--- config.mk ---
export PLATFORM = sky130hd
export DESIGN_NAME = alu_op_sequencer
export DESIGN_NICKNAME = d
export VERILOG_FILES = /design/src/rtl/alu_seq_pkg.sv /design/src/rtl/rr_arb2.sv /design/src/rtl/alu_op_sequencer.sv
export SDC_FILE = /design/constraint.sdc
export NUM_CORES = 1
export LEC_CHECK = 0
export CAP_MARGIN = 20
export CORE_MARGIN = 2
export CORE_UTILIZATION = 37
export CTS_CLUSTER_SIZE = 16
export DETAILED_ROUTE_END_ITERATION = 10
export GPL_ROUTABILITY_DRIVEN = 1
export GPL_TIMING_DRIVEN = 0
export HOLD_SLACK_MARGIN = 0.03
export PLACE_DENSITY = 0.82
export SYNTH_ARGS = -nofsm -noshare
export SYNTH_HDL_FRONTEND = slang
export SYNTH_HIERARCHICAL = 1
export SYNTH_SLANG_ARGS = --single-unit
--- constraint.sdc ---
create_clock -name clk -period 1.6 [get_ports clk]
set_input_delay 0.16 -clock clk [delete_from_list [all_inputs] [get_ports clk]]
set_output_delay 0.16 -clock clk [all_outputs]
set_load 0.1 [all_outputs]
--- src/rtl/alu_seq_pkg.sv ---
`default_nettype none
// ============================================================================
// Module      : alu_seq_pkg
// Description : Shared types and constants for the ALU operation sequencer:
//               FSM state encoding, default datapath widths, named ALU op
//               codes and flag-select codes.
// Revision    : 1.0 - initial release
// ============================================================================
package alu_seq_pkg;

    // Default datapath widths of the shared ALU core.
    localparam int c_DATA_W = 8;
    localparam int c_RES_W  = 14;

    // Sequencer FSM states.
    typedef enum logic [1:0] {
        IDLE   = 2'd0,
        LOAD_A = 2'd1,
        EXEC   = 2'd2,
        RESP   = 2'd3
    } seq_state_t;

    // ALU operation codes (ALUControl).
    localparam logic [2:0] c_OP_ADD = 3'b000;
    localparam logic [2:0] c_OP_SUB = 3'b001;
    localparam logic [2:0] c_OP_AND = 3'b010;
    localparam logic [2:0] c_OP_OR  = 3'b011;
    localparam logic [2:0] c_OP_XOR = 3'b100;
    localparam logic [2:0] c_OP_MUL = 3'b101;
    localparam logic [2:0] c_OP_SHL = 3'b110;
    localparam logic [2:0] c_OP_SHR = 3'b111;

    // Flag-select codes (flagcontrol).
    localparam logic [1:0] c_FSEL_ZERO   = 2'b00;
    localparam logic [1:0] c_FSEL_CARRY  = 2'b01;
    localparam logic [1:0] c_FSEL_SIGN   = 2'b10;
    localparam logic [1:0] c_FSEL_PARITY = 2'b11;

endpackage : alu_seq_pkg
`default_nettype wire

--- src/rtl/rr_arb2.sv ---
`default_nettype none
// ============================================================================
// Module      : rr_arb2
// Description : Two-way round-robin arbiter. A lone valid requester always
//               wins; when both are valid the one not granted last wins.
//               The history pointer only moves when i_advance is high.
// Ports       : clk, rst        - clock, asynchronous active-high reset
//               i_valid[1:0]    - request lines
//               i_advance       - grant was consumed (handshake this cycle)
//               o_grant[1:0]    - one-hot grant (all zero if no request)
//               o_grant_id      - index of the granted requester
// Revision    : 1.0 - initial release
// ============================================================================
module rr_arb2 (
    input  logic       clk,
    input  logic       rst,
    input  logic [1:0] i_valid,
    input  logic       i_advance,
    output logic [1:0] o_grant,
    output logic       o_grant_id
);

    // Index of the requester granted most recently. Resets to 1 so that
    // requester 0 is favoured first.
    logic r_last;
    logic w_id;

    always_comb begin
        w_id    = 1'b0;
        o_grant = 2'b00;
        case (i_valid)
            2'b01:   w_id = 1'b0;
            2'b10:   w_id = 1'b1;
            2'b11:   w_id = ~r_last;
            default: w_id = 1'b0;
        endcase
        if (i_valid != 2'b00) begin
            o_grant = w_id ? 2'b10 : 2'b01;
        end
        o_grant_id = w_id;
    end

    always_ff @(posedge clk or posedge rst) begin
        if (rst) begin
            r_last <= 1'b1;
        end else if (i_advance) begin
            r_last <= w_id;
        end
    end

endmodule : rr_arb2
`default_nettype wire

--- src/rtl/alu_op_sequencer.sv ---
`default_nettype none
// ============================================================================
// Module      : alu_op_sequencer
// Description : Two-requester command front end for a shared ALU whose
//               operand port is time-multiplexed. A command is accepted from
//               the round-robin winner, A is loaded (alu_en_a), B is then
//               presented with the op for ALU_LAT cycles, and the result,
//               flag and overflow are captured and returned with the
//               requester id over a valid/ready response channel.
// Ports       : clk, rst                  - clock, async active-high reset
//               reqN_valid/ready          - command handshake, N = 0,1
//               reqN_op/fsel/a/b          - command fields
//               alu_in/en_a/ctrl/fsel     - ALU drive pins
//               alu_result/flag/ovf       - ALU outputs
//               rsp_valid/ready           - response handshake
//               rsp_id/result/flag/ovf    - response fields
//               busy                      - sequencer not idle
// Revision    : 1.0 - initial release
// ============================================================================
module alu_op_sequencer
    import alu_seq_pkg::*;
#(
    parameter int DATA_W  = c_DATA_W,
    parameter int RES_W   = c_RES_W,
    parameter int ALU_LAT = 1
) (
    input  logic              clk,
    input  logic              rst,
    input  logic              req0_valid,
    output logic              req0_ready,
    input  logic [2:0]        req0_op,
    input  logic [1:0]        req0_fsel,
    input  logic [DATA_W-1:0] req0_a,
    input  logic [DATA_W-1:0] req0_b,
    input  logic              req1_valid,
    output logic              req1_ready,
    input  logic [2:0]        req1_op,
    input  logic [1:0]        req1_fsel,
    input  logic [DATA_W-1:0] req1_a,
    input  logic [DATA_W-1:0] req1_b,
    output logic [DATA_W-1:0] alu_in,
    output logic              alu_en_a,
    output logic [2:0]        alu_ctrl,
    output logic [1:0]        alu_fsel,
    input  logic [RES_W-1:0]  alu_result,
    input  logic              alu_flag,
    input  logic              alu_ovf,
    output logic              rsp_valid,
    input  logic              rsp_ready,
    output logic              rsp_id,
    output logic [RES_W-1:0]  rsp_result,
    output logic              rsp_flag,
    output logic              rsp_ovf,
    output logic              busy
);

    // ALU_LAT = 0 would leave no cycle in which B is presented.
    generate
        if (ALU_LAT < 1) begin : g_bad_lat
            $error("alu_op_sequencer: ALU_LAT must be >= 1");
        end
    endgenerate

    localparam int c_CNT_W = (ALU_LAT > 1) ? $clog2(ALU_LAT) : 1;
    localparam logic [c_CNT_W-1:0] c_CNT_LOAD = c_CNT_W'(ALU_LAT - 1);

    seq_state_t r_state;
    seq_state_t w_state_next;

    logic [2:0]         r_op;
    logic [1:0]         r_fsel;
    logic [DATA_W-1:0]  r_a;
    logic [DATA_W-1:0]  r_b;
    logic               r_id;
    logic [c_CNT_W-1:0] r_cnt;

    logic               r_rsp_valid;
    logic               r_rsp_id;
    logic [RES_W-1:0]   r_rsp_result;
    logic               r_rsp_flag;
    logic               r_rsp_ovf;

    logic       w_idle;
    logic [1:0] w_grant;
    logic       w_grant_id;
    logic       w_hs;
    logic       w_exec_last;

    // ------------------------------------------------------------------
    // Arbitration. Ready is offered only in IDLE; it is also masked while
    // reset is asserted so that every output reads 0 during reset.
    // ------------------------------------------------------------------
    rr_arb2 u_arb (
        .clk        (clk),
        .rst        (rst),
        .i_valid    ({req1_valid, req0_valid}),
        .i_advance  (w_hs),
        .o_grant    (w_grant),
        .o_grant_id (w_grant_id)
    );

    assign w_idle      = (r_state == IDLE) && !rst;
    assign req0_ready  = w_idle && w_grant[0];
    assign req1_ready  = w_idle && w_grant[1];
    assign w_hs        = req0_ready || req1_ready;
    assign w_exec_last = (r_state == EXEC) && (r_cnt == '0);

    // ------------------------------------------------------------------
    // FSM state register
    // ------------------------------------------------------------------
    always_ff @(posedge clk or posedge rst) begin
        if (rst) begin
            r_state <= IDLE;
        end else begin
            r_state <= w_state_next;
        end
    end

    // ------------------------------------------------------------------
    // Next state and ALU pin drive
    // ------------------------------------------------------------------
    always_comb begin
        w_state_next = r_state;
        alu_in       = '0;
        alu_en_a     = 1'b0;
        alu_ctrl     = 3'b000;
        alu_fsel     = 2'b00;
        case (r_state)
            IDLE: begin
                if (w_hs) begin
                    w_state_next = LOAD_A;
                end
            end
            LOAD_A: begin
                alu_in       = r_a;
                alu_en_a     = 1'b1;
                alu_ctrl     = r_op;
                alu_fsel     = r_fsel;
                w_state_next = EXEC;
            end
            EXEC: begin
                alu_in   = r_b;
                alu_ctrl = r_op;
                alu_fsel = r_fsel;
                if (w_exec_last) begin
                    w_state_next = RESP;
                end
            end
            RESP: begin
                if (rsp_ready) begin
                    w_state_next = IDLE;
                end
            end
            default: w_state_next = IDLE;
        endcase
    end

    // ------------------------------------------------------------------
    // Command capture, EXEC down-counter and response registers
    // ------------------------------------------------------------------
    always_ff @(posedge clk or posedge rst) begin
        if (rst) begin
            r_op         <= 3'b000;
            r_fsel       <= 2'b00;
            r_a          <= '0;
            r_b          <= '0;
            r_id         <= 1'b0;
            r_cnt        <= '0;
            r_rsp_valid  <= 1'b0;
            r_rsp_id     <= 1'b0;
            r_rsp_result <= '0;
            r_rsp_flag   <= 1'b0;
            r_rsp_ovf    <= 1'b0;
        end else begin
            if (w_hs) begin
                // Only one ready can be high, so the grant id selects the
                // command source.
                r_id   <= w_grant_id;
                r_op   <= w_grant_id ? req1_op   : req0_op;
                r_fsel <= w_grant_id ? req1_fsel : req0_fsel;
                r_a    <= w_grant_id ? req1_a    : req0_a;
                r_b    <= w_grant_id ? req1_b    : req0_b;
            end

            if (r_state == LOAD_A) begin
                r_cnt <= c_CNT_LOAD;
            end else if ((r_state == EXEC) && (r_cnt != '0)) begin
                r_cnt <= r_cnt - 1'b1;
            end

            if (w_exec_last) begin
                r_rsp_valid  <= 1'b1;
                r_rsp_id     <= r_id;
                r_rsp_result <= alu_result;
                r_rsp_flag   <= alu_flag;
                r_rsp_ovf    <= alu_ovf;
            end else if (r_rsp_valid && rsp_ready) begin
                r_rsp_valid <= 1'b0;
            end
        end
    end

    assign rsp_valid  = r_rsp_valid;
    assign rsp_id     = r_rsp_id;
    assign rsp_result = r_rsp_result;
    assign rsp_flag   = r_rsp_flag;
    assign rsp_ovf    = r_rsp_ovf;
    assign busy       = (r_state != IDLE);

endmodule : alu_op_sequencer
`default_nettype wire

# Yosys cells after proc, flatten, opt, wreduce, memory -nomap -nowiden
# Cells that the tools add are included.
[totals]
reg_bits = 44
latch_bits = 0
mem_bits_rw = 0
romBits = 0
inputBits = 63
out_inout_bits = 35
wordCells = 58
n_memories = 0
[op_classes]
n_addsub = 1
mul = 0
div_mod_pow = 0
magnitude_cmp = 0
n_eq_ne = 8
n_shift = 0
n_mux = 19
bitwise_logic = 2
reduce_logical = 15
[ops]
columns = ["operator", "count"]
rows = [
  ["$mux 8", 2],
  ["$pmux 8 s2", 1],
  ["$mux 2", 7],
  ["$eq 2x2->1 const B", 4],
  ["$pmux 2 s4", 1],
  ["$reduce_bool 2->1", 4],
  ["$logic_and 1x1->1", 6],
  ["$mux 3", 2],
  ["$mux 1", 5],
  ["$ne 2x2->1 const B", 2],
  ["$reduce_and 3->1", 1],
  ["$eq 2x1->1 const B", 1],
  ["$logic_not 2->1", 1],
  ["$ne 2x1->1 const B", 1],
  ["$not 1->1", 2],
  ["$pmux 1 s2", 1],
  ["$reduce_or 2->1", 1],
  ["$logic_not 1->1", 1],
  ["$logic_or 1x1->1", 1],
  ["$sub 1x1->1 const B", 1],
]

# Depth between registers and ports, before layout
# Gate-level depths: netlist of the first run.
[logic_depth]
word_depth = 8
ltp_mapped = 7
mapped_depth_nobuf = 6

# Modules after synthesis
# Netlist of the first run, hierarchy kept.
[by_module_without_submodules]
columns = ["module", "instances", "cells_each", "area_each_um2", "seq_area_each_um2"]
rows = [
  ["alu_op_sequencer", 1, 179, 2042.0, 1076.0],
  ["rr_arb2", 1, 7, 75.1, 26.3],
]

# Worst setup path before layout of the first run
# OpenSTA, ideal clock, no wires.
[synth_timing]
path_type = "reg2out"
start = "register r_state[1]"
end = "output alu_in[0]"
t_arrival_ns = 3.082
required_ns = 1.440
slack_ns = -1.642
stages_incl_launch_ff = 6
n_path_buf = 1
path_cell_list = "dfrtp_1 > inv_1 > ha_1 > buf_1 > a22oi_1 > nor2b_1"
[synth_via]
elab_chain_cells = 2
word_cells_on_any_way = 3
cone_classes = "2 x eq/ne; 1 x mux"
[synth_rtl]
columns = ["item", "line_no", "source"]
rows = [
  ["from (decl)", "alu_op_sequencer.sv:67", "seq_state_t r_state;"],
  ["from (signal assigned)", "alu_op_sequencer.sv:115", "r_state <= w_state_next;"],
  ["$eq 2x2->1 or $eq 2x1->1 (tied branches)", "alu_op_sequencer.sv:128", "case (r_state)"],
  ["$pmux 8 s2 *", "alu_op_sequencer.sv:128", ""],
  ["to (decl)", "alu_op_sequencer.sv:41", "output logic [DATA_W-1:0] alu_in,"],
]
# Mark *: on every way between the ends. The rest lies on a longest branch, timed or not.

# Worst setup path after layout of the first run
[layout_timing]
start = "register r_state[1]"
end = "output alu_in[1]"
# Same word-level chain as after synthesis.

==> results of run 1 <==
## flip-flops by register name, summed over array words and instances, names as in the netlist
signal,count
r_b,8
r_cnt,1
rsp_ovf,1
r_fsel,2
r_op,3
r_id,1
rsp_result,14
rsp_flag,1
rsp_valid,1
r_state,2
u_arb/r_last,1
r_a,8
rsp_id,1
## synthesized netlist by cell type, drive strengths merged
library cell	number	share of area (%)
a22oi	9	3.2
mux2i	22	10
a21boi	3	1.2
clkbuf	3	0.53
mux2	20	11
nor2	23	4.1
ha	5	3.0
and3	2	0.59
and2	5	1.5
dfstp	1	1.2
dfrtp	43	51
a21o	1	0.35
nor3	1	0.77
nor3b	1	0.35
a21oi	21	5.0
o21ai	1	0.24
buf	9	2.1
inv	7	1.2
nor2b	9	2.7
## cells by family (layout without fill, tap and decap cells)
logic type | after synthesis | after routing | synth area share (%)
mux | 42 | 42 | 21.2
compound gates | 35 | 35 | 9.99
simple gates | 41 | 41 | 9.93
buf+inv | 19 | 146 | 3.84
flops | 44 | 44 | 52.1
fa+ha+maj | 5 | 5 | 2.96
## timing repair
action | in CTS | in global routing
gates resized for setup | 234 | 64
setup buffers | 11 | 2
pin swaps | 13 | 5
endpoints found under the setup margin | 69 | 58
cloned | 4 | 5
## layout make-up
| cell class | count | area (sq um) |
|---|---|---|
| timing repair buffer | 118 | 1460 |
| multi-input combinational | 123 | 1280 |
| fill | 332 | 1260 |
| sequential | 44 | 1100 |
| buffer | 12 | 166 |
| clock buffer | 7 | 96.3 |
| tap | 72 | 90.1 |
| inverter | 7 | 37.5 |
| timing repair inverter | 2 | 10.0 |
## metrics by stage
step	std cells	utilization, %	instance area [sq um]	TNS (ns)
final	385	77.0	4240	-2.97
after global routing	385	77.0	4240	-5.76
after CTS	377	70.0	3860	-2.09
after detailed placement	355	60.0	3310	-26.83
after global placement	355	60.0	3310	-25.64
after floorplan	186	-	2240	-1.74
## worst max path at each step
stage | end | depth (start not counted) | slack [ns] | from
6_report | alu_in[1] | 5 | -0.19 | r_state[1]
5_1_grt | alu_in[1] | 5 | -0.22 | r_state[0]
4_1_cts | alu_in[7] | 5 | -0.18 | r_state[1]
3_5_place_dp | req1_ready | 4 | -1.77 | rst
3_3_place_gp | req0_ready | 4 | -1.74 | rst
2_1_floorplan | alu_in[0] | 5 | -0.17 | r_state[1]
## layout by cell type (no fill, tap or decap), drive strengths merged, types with 2 or more instances in the layout
master	count
a22oi	9
clkdlybuf4s50	61
ha	5
a21oi	21
and2	5
clkdlybuf4s15	18
nor2b	9
and3	2
clkbuf	15
mux2i	22
clkinvlp	3
a21boi	3
nor2	23
inv	6
dfrtp	43
buf	42
mux2	20
## critical path, stage by stage, from the launching register on
cell	delay, ns
dfrtp_2	0.44
inv_4	0.07
ha_4	0.31
clkbuf_16	0.15
nor2b_4	0.17
buf_12	0.18
## metal layers
layer  vias to the layer above  part of all wire [%]  track usage (%)  routed length, um
met1                       982                    40             24.8               2930
met2                        72                    53             37.6               3910
met5                         -                     0                0                  0
met4                         0                   2.7             6.55                203
li1                        890                     -                -                  -
met3                        16                   4.8             3.39                356
==> flow_metrics.tcl, run 1 <==
set metrics [dict create \
    crit_path_start_kind "register" \
    crit_type "register to output port" \
    timing.final.ws_setup_ns -0.188 \
    ys_ff_latch 44 \
    setup_viol 37 \
    coreArea_sq_mm 0.00551 \
    cp_max_fo 5 \
    insertion_delay_ns 0.30 \
    drive_above_1_share_pct 51.1 \
    cts-root-buf "clkbuf_8" \
    clockBufferDepth 2 \
    rows 27 \
    ant_nets 0 \
    tightestPinTransition_ns 0.561 \
    timing.rr.start "u_arb/r_last" \
    cts_tree "built" \
    outcome "finished, violations left" \
    fp.dieArea_sq_mm 0.00634 \
    reg2reg_depth 6 \
    cts_htree_levels 2 \
    grt.total_usage_pct 20.7 \
    slew_headroom_pct 62.4 \
    clock_sinks 44 \
    drt_first_iter_violations 106 \
    skew_ns 0.0128 \
    hold_class "input pin to async pin" \
    hpwl_um 3980 \
    dr.pass1.iters 4 \
    max_freq_ghz 0.559 \
    grt_overflow 0 \
    die_x_um 79.6 \
    drv_slew 0 \
    synthesis.nets 254 \
    violations "setup timing" \
    wire_per_inst_um 19.2 \
    numPortBuffers 97 \
    numCtsBuffers 5 \
    worst_ep_arrival_time_ns 1.63 \
    syn_to_final_growth_pct 100 \
    die_y_um 79.6 \
    drc 0 \
    synth_seq_area_share_pct 52.1 \
    wl_um 7400 \
    post-place-ws_ns -1.77 \
    syn-cell-area_sq_mm 0.00212 \
    grt_pass1_vias 2011 \
    final-hold-violation-count 0 \
    synth_warnings 6 \
    fin_crit_ns 1.79 \
    end_kind "output port" \
    grt_setup_unrepaired "true" \
    antenna_found_initial 0 \
    cp.required_ns 1.44 \
    start_util_pct 38.4 \
    timing.hold.ws_ns 0.132 \
    synth_cell_types 24 \
    grt_pass1_wl_um 9910 \
    dr_total_vias 1960 \
    drv_cap 0 \
    syn_avg_cell_area_sq_um 11.4 \
    gp_congestion 0.767 \
    viasPerCell 5.09 \
    r2r-end "r_state[1]" \
    rrSetupSlack_ns -0.10 \
    synthCells 186 \
    grt_max_degree 23 \
    num_antenna_cells 0 \
    fin_crit_sh_pct 112 \
    io_pins 98 \
    nets 381 \
    clk_pin_slew_worst_paths_ns 0.09 \
    holdBufCountCts 0 \
]
Power of run 1 is not shown: default switching activity piles up to over one toggle a cycle in this logic, so the estimate is an artifact.
==> inputs of run 2 (changes only) <==
--- a/config.mk
+++ b/config.mk
@@ -13,7 +13,7 @@
 export GPL_ROUTABILITY_DRIVEN = 1
 export GPL_TIMING_DRIVEN = 0
 export HOLD_SLACK_MARGIN = 0.03
-export PLACE_DENSITY = 0.82
+export PLACE_DENSITY = 0.8
 export SYNTH_ARGS = -nofsm -noshare
 export SYNTH_HDL_FRONTEND = slang
 export SYNTH_HIERARCHICAL = 1
==> run 2 against run 1 <==
  * The flow still finishes with violations (setup timing)
  * Cell area grew 1.1%
  * First-iteration DRC count grew 10%
  * Count of clock-buffer cells in the layout grew 1
  * Wire length grew 8.3%
  * Hold slack gained 0.051 ns
  * Cell count up 3.6%
  * Sequential share of layout area fell by 0.31 points
  * Clock skew is 0.0042 ns lower
  * Setup slack got worse by 0.046 ns
  * Via count rose by 5.5%
  * Die area did not move
  * Sequential cell count is the same
  * Critical endpoint is now alu_in[7]
  * Largest cell class unchanged
==> flow_metrics.tcl, run 2 (same netlist as run 1, synthesis figures left out) <==
set metrics [dict create \
    outcome "finished, violations left" \
    violations "setup timing" \
    layout_commonest_cell "clkdlybuf4s50_1" \
    num-fill-cells 330 \
    dr_total_vias 2067 \
    timing.rr.start "r_state[0]" \
    place_inst 355 \
    ant_nets 0 \
    cts_htree_levels 2 \
    numPortBuffers 97 \
    wl_met2_um 4070 \
    grt_pass1_wl_um 11700 \
    fp.dieArea_sq_mm 0.00634 \
    grt_max_degree 23 \
    max_freq_ghz 0.545 \
    final-seq-area_sq_mm 0.00110 \
    rrSetupSlack_ns -0.21 \
    hpwl_um 4040 \
    antenna_found_initial 0 \
    reg2reg_depth 10 \
    fin_util_pct 77.9 \
    cp.required_ns 1.44 \
    drt_first_iter_violations 117 \
    fin_tns_setup_ns -7.21 \
    timing.final.ws_setup_ns -0.235 \
    top_layer "met4" \
    fin_crit_ns 1.83 \
    cts-root-buf "clkbuf_8" \
    cpPeakStageDelay_ns 0.38 \
    largest_reg_flops 14 \
    final_cell_mix "clkdlybuf4s50_1, dfrtp_1, mux2i_1" \
    wire_per_inst_um 20.1 \
    multi_input_area_sq_mm 0.00120 \
    end_kind "output port" \
    tightestPinTransition_ns 0.565 \
    drv_cap 0 \
    hold_class "input pin to async pin" \
    insertion_delay_ns 0.30 \
    die_y_um 79.6 \
    path_cells "buf_6 > inv_6 > ha_4 > clkbuf_16 > nor2b_4 > buf_12" \
    coreArea_sq_mm 0.00551 \
    clock_sinks 44 \
    io_pins 98 \
    syn_to_final_growth_pct 103 \
    fin_crit_sh_pct 115 \
    crit_path_start_kind "register" \
    numCtsBuffers 5 \
    rows 27 \
    die_x_um 79.6 \
    wl_met1_um 3420 \
    drc 0 \
    nets 394 \
    clockBufferDepth 2 \
    grt.total_usage_pct 24.5 \
    wl_met3_um 323 \
    cts_tree "built" \
    clk_pin_slew_worst_paths_ns 0.09 \
    grt_setup_unrepaired "true" \
    viasPerCell 5.18 \
    drv_slew 0 \
    wl_um 8020 \
    worst_ep_arrival_time_ns 1.67 \
    grt_overflow 0 \
    setup_viol 56 \
    stdcell_count 399 \
    drive_above_1_share_pct 46.5 \
    cp_slowest_cell "dfrtp_1" \
    start_util_pct 38.4 \
    gp_congestion 0.761 \
    crit_type "register to output port" \
    path_buf_inv 4 \
    cp_max_fo 5 \
    dr.pass1.iters 4 \
    crit_family "buffers and inverters" \
    r2r-end "r_b[6]" \
    num_antenna_cells 0 \
    grt_pass1_vias 2220 \
    final-hold-violation-count 0 \
    skew_ns 0.00861 \
    slew_headroom_pct 62.1 \
]
run 2: cell count changes in the layout (fill, tap and decap cells not counted), moves of 4 or more:
cell and change:
buf_4 +5, clkbuf_16 -4, a21oi_1 +16, buf_6 +8, a21oi_2 -16
run 2: per-stage QoR:
stage               area (sq um)  hold WS (ns)  setup WS (ns)
detailed placement          3310         0.470          -1.77
global placement            3310         0.462          -1.74
floorplan                   2240        0.0497         -0.169
CTS                         4160         0.177         -0.171
global route                4290         0.203         -0.281
finish                      4290         0.183         -0.235
run 2: worst register-to-register path: cells and delay by family, from the launching register on:
family	cells	cell delay [ns]
buffers and inverters	6	0.69
DFF	1	0.41
and+or+nand+nor	2	0.32
adders and majority gates	1	0.16
AOI/OAI and AO/OA	1	0.14
run 2: cell type report:
class                      instances  area share, %
sequential                        44           25.7
inverter                           7          0.934
timing repair buffer             131           37.1
multi-input combinational        123           28.0
timing repair inverter             2          0.233
tap                               72           2.10
clock buffer                       8           2.10
buffer                            12           3.88
run 2: worst max path at each step:
stage / startpoint / to / slack, ns / depth (start not counted)
final: r_state[0] / alu_in[7] / -0.23 / 6
after global routing: r_state[0] / alu_in[0] / -0.28 / 6
after CTS: r_state[0] / alu_in[7] / -0.17 / 6
after detailed placement: rst / req1_ready / -1.77 / 4
after global placement: rst / req0_ready / -1.74 / 4
after floorplan: r_state[1] / alu_in[0] / -0.17 / 5
run 2: per-layer routing:
layer | vias to the layer above | GRT usage, %
li1 | 922 | -
met1 | 1043 | 32.1
met2 | 81 | 41.1
met3 | 21 | 3.51
met4 | 0 | 8.97
met5 | - | 0
run 2: repair_timing:
action                                 CTS  global route
pin swaps                               13             3
setup endpoints to repair               69            57
resized for setup                      271            15
buffers inserted                        24             2
cloned                                   7             2
hold buffers                             0             0
endpoints found under the hold margin    0             0
Power of run 2 is left out for the same reason.
==> inputs of run 3 (changes only) <==
--- a/config.mk
+++ b/config.mk
@@ -6,14 +6,17 @@
 export NUM_CORES = 1
 export LEC_CHECK = 0
 export CAP_MARGIN = 20
+export CELL_PAD_IN_SITES_DETAIL_PLACEMENT = 1
+export CELL_PAD_IN_SITES_GLOBAL_PLACEMENT = 1
 export CORE_MARGIN = 2
-export CORE_UTILIZATION = 37
+export CORE_UTILIZATION = 28
 export CTS_CLUSTER_SIZE = 16
 export DETAILED_ROUTE_END_ITERATION = 10
 export GPL_ROUTABILITY_DRIVEN = 1
 export GPL_TIMING_DRIVEN = 0
 export HOLD_SLACK_MARGIN = 0.03
-export PLACE_DENSITY = 0.8
+export PLACE_DENSITY = 0.81
+export SKIP_LAST_GASP = 1
 export SYNTH_ARGS = -nofsm -noshare
 export SYNTH_HDL_FRONTEND = slang
 export SYNTH_HIERARCHICAL = 1
==> run 3 against run 2 <==
  * The flow still finishes with violations (setup timing)
  * Largest cell class unchanged
  * Critical endpoint is now alu_in[6]
  * Cell count rose by 4.0%
  * Wire length fell by 3.3%
  * Hold slack improved by 0.0028 ns
  * Global-route usage fell by 7.2 points
  * Clock skew rose by 0.00065 ns
  * Via count fell by 6.7%
  * Non-clock buffer count fell by 11
  * Sequential cell count did not move
  * First-iteration DRC count fell by 32%
==> flow_metrics.tcl, run 3 (same netlist as run 1, synthesis figures left out) <==
set metrics [dict create \
    clk_pin_slew_worst_paths_ns 0.09 \
    grt_max_degree 23 \
    start_util_pct 29.0 \
    wire_per_inst_um 18.7 \
    io_pins 98 \
    clock_sinks 44 \
    final-hold-violation-count 0 \
    antenna_found_initial 0 \
    coreArea_sq_mm 0.00729 \
    cts-root-buf "clkbuf_8" \
    drc 0 \
    numCtsBuffers 5 \
    fin_crit_ns 1.81 \
    path_cells "buf_6 > ha_4 > buf_8 > a22oi_2 > nor2b_4 > buf_12" \
    grt.total_usage_pct 17.3 \
    max_freq_ghz 0.551 \
    drv_cap 0 \
    stdcell_count 415 \
    cts_htree_levels 2 \
    end_kind "output port" \
    gp_congestion 0.728 \
    nets 383 \
    grt_setup_unrepaired "true" \
    violations "setup timing" \
    hold_class "input pin to async pin" \
    drv_slew 0 \
    slew_headroom_pct 60.1 \
    hpwl_um 4520 \
    largest_reg_flops 14 \
    num_antenna_cells 0 \
    cp_max_fo 5 \
    grt_pass1_vias 2118 \
    grt_pass1_wl_um 11200 \
    cp_slowest_cell "dfrtp_1" \
    viasPerCell 4.65 \
    die_x_um 91.0 \
    holdBufCountCts 0 \
    outcome "finished, violations left" \
    numPortBuffers 97 \
    cp.required_ns 1.44 \
    setup_viol 52 \
    tightestPinTransition_ns 0.596 \
    fp.dieArea_sq_mm 0.00827 \
    place_inst 382 \
    dr_total_vias 1929 \
    layout_commonest_cell "clkdlybuf4s50_1" \
    drive_above_1_share_pct 53.8 \
    crit_type "register to output port" \
    skew_ns 0.00925 \
    final_cell_mix "clkdlybuf4s50_1, dfrtp_1" \
    insertion_delay_ns 0.29 \
    clockBufferDepth 2 \
    worst_ep_arrival_time_ns 1.65 \
    wl_um 7750 \
    cpPeakStageDelay_ns 0.43 \
    die_y_um 91.0 \
    dr.pass1.iters 4 \
    ant_nets 0 \
    crit_path_start_kind "register" \
    rows 31 \
    drt_first_iter_violations 79 \
    grt_overflow 0 \
    fin_crit_sh_pct 113 \
    cts_tree "built" \
    syn_to_final_growth_pct 103 \
    num-fill-cells 751 \
    timing.final.ws_setup_ns -0.215 \
]
==> run 3: cell types whose count changed in the layout (fill, tap and decap cells not counted), moves of 2 or more <==
cell     delta
buf_4       -5
a21oi_2    +15
mux2i_1     -4
a21oi_1    -16
buf_6       -5
buf_16      -2
nor2_4      +8
mux2i_2     +4
nor2_1      -8
==> run 3: layer usage <==
layer | vias up | wire length [um] | track usage [%]
li1 | 896 | - | -
met1 | 975 | 3270 | 22.1
met2 | 50 | 4170 | 29.9
met3 | 8 | 216 | 3.07
met4 | 0 | 93 | 5.18
met5 | - | 0 | 0
==> run 3: layout make-up <==
cell class                      instances  area [sq um]  share of cell area [%]
Buffer                                 11           168                    3.89
Sequential cell                        44          1100                    25.6
Clock inverter                          1          5.00                   0.116
Tap cell                               99           124                    2.88
Clock buffer                            7          76.3                    1.77
Timing Repair inverter                  2          10.0                   0.232
Multi-Input combinational cell        123          1330                    30.9
Timing Repair Buffer                  121          1450                    33.7
Inverter                                7          37.5                   0.872
==> run 3: worst paths after layout <==
check / from / endpoint / slack [ns] / cells past startpoint
hold reg to reg: rsp_valid / rsp_valid / 0.49 / 1
hold / removal: rst / u_arb/r_last / 0.19 / 2
setup / recovery: r_state[1] / alu_in[6] / -0.21 / 6
min in group clk: alu_result[4] / rsp_result[4] / 0.48 / 2
setup reg to reg: u_arb/r_last / u_arb/r_last / -0.14 / 7
max in group asynchronous: rst / r_a[3] / 0.93 / 3
==> run 3: what timing repair did <==
item                                    4_1_cts  5_1_grt
gates resized for setup                     236       82
endpoints found under the setup margin       69       58
pin swaps                                     5        7
setup buffers                                13        4
cloned                                        6        2
==> run 3: per-stage QoR <==
stage          cell area (sq um)  TNS [ns]  setup WS [ns]  utilization, %  hold WS (ns)
5_1_grt                     4310     -7.32         -0.253            59.1         0.199
3_3_place_gp                3340    -27.74          -1.78            45.8         0.464
3_5_place_dp                3340    -28.91          -1.80            45.8         0.469
2_1_floorplan               2240     -1.74         -0.169               -        0.0497
6_report                    4310     -4.68         -0.215            59.1         0.186
4_1_cts                     3920     -2.72         -0.191            53.8         0.190
==> run 3: worst max-delay path, delay by kind of cell (launching register included) <==
family / cells / cell delay [ns]
AND/OR/NAND/NOR: 1 / 0.07
AO/OA/AOI/OAI: 1 / 0.24
flip-flops: 1 / 0.43
adder cells (fa/ha/maj): 1 / 0.17
buffers and inverters: 3 / 0.44
Power of run 3 is left out for the same reason.
